`src/rtl/rvfpm_result_buffer.sv`:
```
// In-order result FIFO between the FPU model's XIF result interface and the core;
// discards killed results. Define RVFPM_RESBUF_BYPASS_EN for zero-latency empty-buffer bypass.
module rvfpm_result_buffer #(
   parameter int DEPTH      = 4,
   parameter int X_ID_WIDTH = 4,
   parameter int FLEN       = 32
) (
   input  logic                         ck,
   input  logic                         rst,
   input  logic                         flush,
   input  logic                         in_valid,
   output logic                         in_ready,
   input  logic [X_ID_WIDTH-1:0]        in_id,
   input  logic [FLEN-1:0]              in_data,
   input  logic [4:0]                   in_rd,
   input  logic [2:0]                   in_ecswe,
   input  logic [5:0]                   in_ecsdata,
   input  logic                         commit_valid,
   input  logic [X_ID_WIDTH-1:0]        commit_id,
   input  logic                         commit_kill,
   output logic                         out_valid,
   input  logic                         out_ready,
   output logic [X_ID_WIDTH-1:0]        out_id,
   output logic [FLEN-1:0]              out_data,
   output logic [4:0]                   out_rd,
   output logic [2:0]                   out_ecswe,
   output logic [5:0]                   out_ecsdata,
   output logic [$clog2(DEPTH+1)-1:0]   count,
   output logic                         drop
);

   localparam int PW = $clog2(DEPTH);
   localparam int CW = $clog2(DEPTH+1);

   logic [X_ID_WIDTH-1:0] id_q      [DEPTH];
   logic [FLEN-1:0]       data_q    [DEPTH];
   logic [4:0]            rd_q      [DEPTH];
   logic [2:0]            ecswe_q   [DEPTH];
   logic [5:0]            ecsdata_q [DEPTH];
   logic [DEPTH-1:0]      valid_q;
   logic [DEPTH-1:0]      killed_q;

   logic [PW-1:0] head_q, head_d;
   logic [PW-1:0] tail_q, tail_d;
   logic [CW-1:0] count_q, count_d;

   logic kill_req;
   logic head_live;
   logic head_killed;
   logic buf_valid;
   logic bypass;
   logic push;
   logic pop;
   logic discard;

   assign kill_req    = commit_valid && commit_kill;
   assign head_live   = valid_q[head_q];
   assign head_killed = killed_q[head_q];
   assign buf_valid   = head_live && !head_killed;

   // Readiness depends on occupancy only; a full buffer never accepts, even when popping.
   assign in_ready = (count_q < CW'(DEPTH)) && !flush;

`ifdef RVFPM_RESBUF_BYPASS_EN
   assign bypass = (count_q == '0) && in_valid && out_ready && !flush
                   && !(kill_req && (in_id == commit_id));
`else
   assign bypass = 1'b0;
`endif

   assign push    = in_valid && in_ready && !bypass;
   assign pop     = buf_valid && out_ready && !flush;
   assign discard = head_live && head_killed && !flush;

   assign out_valid = buf_valid || bypass;
   assign drop      = discard;
   assign count     = count_q;

   always_comb begin
      out_id      = id_q[head_q];
      out_data    = data_q[head_q];
      out_rd      = rd_q[head_q];
      out_ecswe   = ecswe_q[head_q];
      out_ecsdata = ecsdata_q[head_q];
      if (bypass) begin
         out_id      = in_id;
         out_data    = in_data;
         out_rd      = in_rd;
         out_ecswe   = in_ecswe;
         out_ecsdata = in_ecsdata;
      end
   end

   // pop and discard are exclusive: one needs the head live, the other killed.
   assign head_d  = head_q + PW'(pop || discard);
   assign tail_d  = tail_q + PW'(push);
   assign count_d = count_q + CW'(push) - CW'(pop) - CW'(discard);

   always_ff @(posedge ck or negedge rst) begin
      if (!rst) begin
         head_q   <= '0;
         tail_q   <= '0;
         count_q  <= '0;
         valid_q  <= '0;
         killed_q <= '0;
      end else if (flush) begin
         head_q   <= '0;
         tail_q   <= '0;
         count_q  <= '0;
         valid_q  <= '0;
         killed_q <= '0;
      end else begin
         head_q  <= head_d;
         tail_q  <= tail_d;
         count_q <= count_d;
         for (int i = 0; i < DEPTH; i++) begin
            if (kill_req && valid_q[i] && (id_q[i] == commit_id)) begin
               killed_q[i] <= 1'b1;
            end
         end
         if (pop || discard) begin
            valid_q[head_q]  <= 1'b0;
            killed_q[head_q] <= 1'b0;
         end
         // A push never lands on the head slot being retired: that needs a full buffer.
         if (push) begin
            valid_q[tail_q]  <= 1'b1;
            killed_q[tail_q] <= kill_req && (in_id == commit_id);
         end
      end
   end

   always_ff @(posedge ck or negedge rst) begin
      if (!rst) begin
         for (int i = 0; i < DEPTH; i++) begin
            id_q[i]      <= '0;
            data_q[i]    <= '0;
            rd_q[i]      <= '0;
            ecswe_q[i]   <= '0;
            ecsdata_q[i] <= '0;
         end
      end else if (push) begin
         id_q[tail_q]      <= in_id;
         data_q[tail_q]    <= in_data;
         rd_q[tail_q]      <= in_rd;
         ecswe_q[tail_q]   <= in_ecswe;
         ecsdata_q[tail_q] <= in_ecsdata;
      end
   end

endmodule

```
`config.mk`:
```
export PLATFORM = sky130hd
export DESIGN_NAME = rvfpm_result_buffer
export DESIGN_NICKNAME = d
export VERILOG_FILES = /design/src/rtl/rvfpm_result_buffer.sv
export SDC_FILE = /design/constraint.sdc
export NUM_CORES = 1
export LEC_CHECK = 0
export BUFFER_PORTS_ARGS = -buffer_cell sky130_fd_sc_hd__buf_2
export CORE_MARGIN = 1.5
export CORE_UTILIZATION = 60
export CTS_BUF_LIST = sky130_fd_sc_hd__clkbuf_8
export DETAILED_ROUTE_END_ITERATION = 16
export PLACE_DENSITY = 0.92
export RECOVER_POWER = 25
export SETUP_SLACK_MARGIN = 0.4
export SYNTH_ARGS = -nofsm -noshare
export SYNTH_HDL_FRONTEND = slang
export SYNTH_SLANG_ARGS = --single-unit
```
`constraint.sdc`:
```
create_clock -name ck -period 3.97 [get_ports ck]
set_input_delay 0.5955 -clock ck [delete_from_list [all_inputs] [get_ports ck]]
set_output_delay 0.5955 -clock ck [all_outputs]
set_load 0.02 [all_outputs]
```
==> run metrics <==
status finished with violations; failing checks max-capacitance violations, max-slew violations; CTS tree built; average cell area after synthesis 16.2 um2; Synth top area share 0.544; Yosys cell types 33; Setup CP Type reg -> out; global-route wire length before repair 34.4 mm; max cap viols 1; P&R area growth vs syn 14.0%; hold_buf cts 0; Post-Syn Area 9890 um2; post-route ant nets 0; crit path launch head_q[0]; leakage 5.47 nW; Clock Sinks 215; Fin Hold WS 0.353 ns; initial antenna violation count 1; sequential area share after synthesis 0.544; Final Hold Vio Count 0; Rel. slew slack -0.558; Slowest-stage cell, CP buf_4; Area contributors post-synth dfrtp_1, mux2_2, mux4_2; clk buf depth 3; DR vias 5,750; CP Cell Sequence buf_4 > mux4_2 > buf_2; number of synthesized register bits 215; Tot GR Track Use 0.253; Post-Syn Instances 611; worst path required time 3.37 ns; Clk network pwr share 0.301; P per Cell Area 541 nW/um2; Detailed Routing Iterations Pass 1 4; Tcrit/Tclk final 0.833; Buf/Inv on CP 2; Startpoint Class register; Sequential Power Share 0.480; Internal 0.00443 W; CP max FO 48; GPL Wtd Cong 0.806; hold wc startpoint in_ecswe[0]; # DRC 0; io pins 117; P_sw 0.00168 W; full die area 17,300 um2; Setup TNS 0 ns; Setup Skew 0.0124 ns; latest clock arrival within the worst-skew pair 0.51 ns; Die Span Y 131 um; worst slew pin tran 2.34 ns; H-tree lvl count 2; max-slew violation count 94; switching portion of total power 0.275; VDD IR max 0.000390 V; Row Count 46; Nets 800; post-CTS setup buffers 0; crit end category primary output; crit path time final 3.31 ns; root buf cell clkbuf_8; Starting Density 0.618; Clock transition at path regs 0.06 ns; Synth warnings 0; unrepaired setup endpoints after global routing false; dpl hpwl 12.7 mm; detailed-route wire length per cell 21.3 um; fmax 302 MHz; Port Buffers 116; final wirelength 20.7 mm; Vias/cell 5.93; layout cells sized above 1 0.562; Initial DRC Count 263; cell taking the most area after synthesis dfrtp_1; reg-to-reg startpoint head_q[0]; arrival time worst endpoint 2.71 ns; Die Span X 131 um; Slowest Stage Delay on Critical Path 0.81 ns; crit-path leading delay family buffers and inverters; pin count of the biggest net entering global routing 95; Syn Nets 679; vias in the first global route 6,678; combinational fraction of design power 0.219; Post-CTS Resized 0; Setup-failing EPs final 0; core area 16,000 um2; GRT overflow 0; HP Class in -> reg; diode count 0; Num CTS Buffers 36
[layer usage]
layer / GRT usage / up-vias / wire length [um]
met5: 0 / - / 0
met4: 0.0846 / 0 / 384
met3: 0.0552 / 39 / 1230
met2: 0.437 / 193 / 10600
met1: 0.319 / 3054 / 8470
li1: - / 2464 / -
[metrics by stage]
step	std cells	worst slack [ns]	total power, W	instance area, um2	utilization
final	969	0.661	0.00610	11300	0.704
after global routing	969	0.496	0.00638	11300	0.704
after detailed placement	910	1.05	0.00430	10600	0.664
after CTS	969	0.612	0.00615	11300	0.705
after global placement	910	1.09	0.00418	10600	0.664
after floorplan	611	0.992	0.00387	9890	-
[cell families after synthesis]
kind of cell             Yosys count  synth area share
multiplexers                     248             0.360
flip-flops                       215             0.544
AND/OR/NAND/NOR                   55            0.0289
buffers and inverters             50            0.0295
XOR/XNOR                          24            0.0213
AO/OA/AOI/OAI                     12           0.00709
adder cells (fa/ha/maj)            7           0.00962
[cells in the final DEF (no fill, tap or decap), drive strengths merged, types with 6 or more instances in the layout]
cell	Yosys	layout
xnor2	6	6
buf	23	122
nor2	11	11
ha	6	6
mux2	196	196
inv	9	24
nor3	7	7
nand2	18	18
mux4	52	52
clkbuf	18	43
dfrtp	215	215
xor2	18	18
[area by class of cell]
cell class / instances / area (um2)
sequential: 215 / 5390
fill: 1063 / 4730
multi-input combinational: 346 / 4230
timing repair buffer: 124 / 688
clock buffer: 41 / 564
tap: 216 / 270
clock inverter: 18 / 96.3
inverter: 9 / 33.8
[power by group through the flow]
stage	clock, W	sequential, W	combinational, W
5_1_grt	0.00196	0.00299	0.00143
2_1_floorplan	0	0.00286	0.00101
6_report	0.00184	0.00293	0.00134
3_5_place_dp	0	0.00296	0.00134
3_3_place_gp	0	0.00290	0.00128
4_1_cts	0.00187	0.00293	0.00135
[sequential cells by signal (all words and copies together) (netlist names)]
register   count
count          3
valid_q        4
ecswe_q       12
data_q       128
rd_q          20
killed_q       4
id_q          16
head_q         2
ecsdata_q     24
tail_q         2
[worst paths after layout]
path | to | slack (ns) | cells past startpoint
worst max-delay path | out_rd[4] | 0.66 | 3
worst min-delay path | ecswe_q[6] | 0.35 | 2
worst max register to register | count[2] | 1.08 | 10
worst min register to register | data_q[20] | 0.50 | 1
max in group asynchronous | head_q[0] | 1.30 | 2
min in group asynchronous | data_q[40] | 0.77 | 1
[cell usage after synthesis, drive strengths merged]
library cell,count
buf,23
nand3b,2
a31oi,4
or3b,3
nor3,7
ha,6
dfrtp,215
o22ai,4
or3,2
xor2,18
and3b,1
fa,1
mux4,52
nand2b,1
nor2,11
nand3,1
xnor2,6
nor3b,1
nor2b,5
or2,1
nand4,2
a21oi,4
mux2,196
inv,9
clkbuf,18
nand2,18
Note: power is estimated with default switching activity, not from simulation.
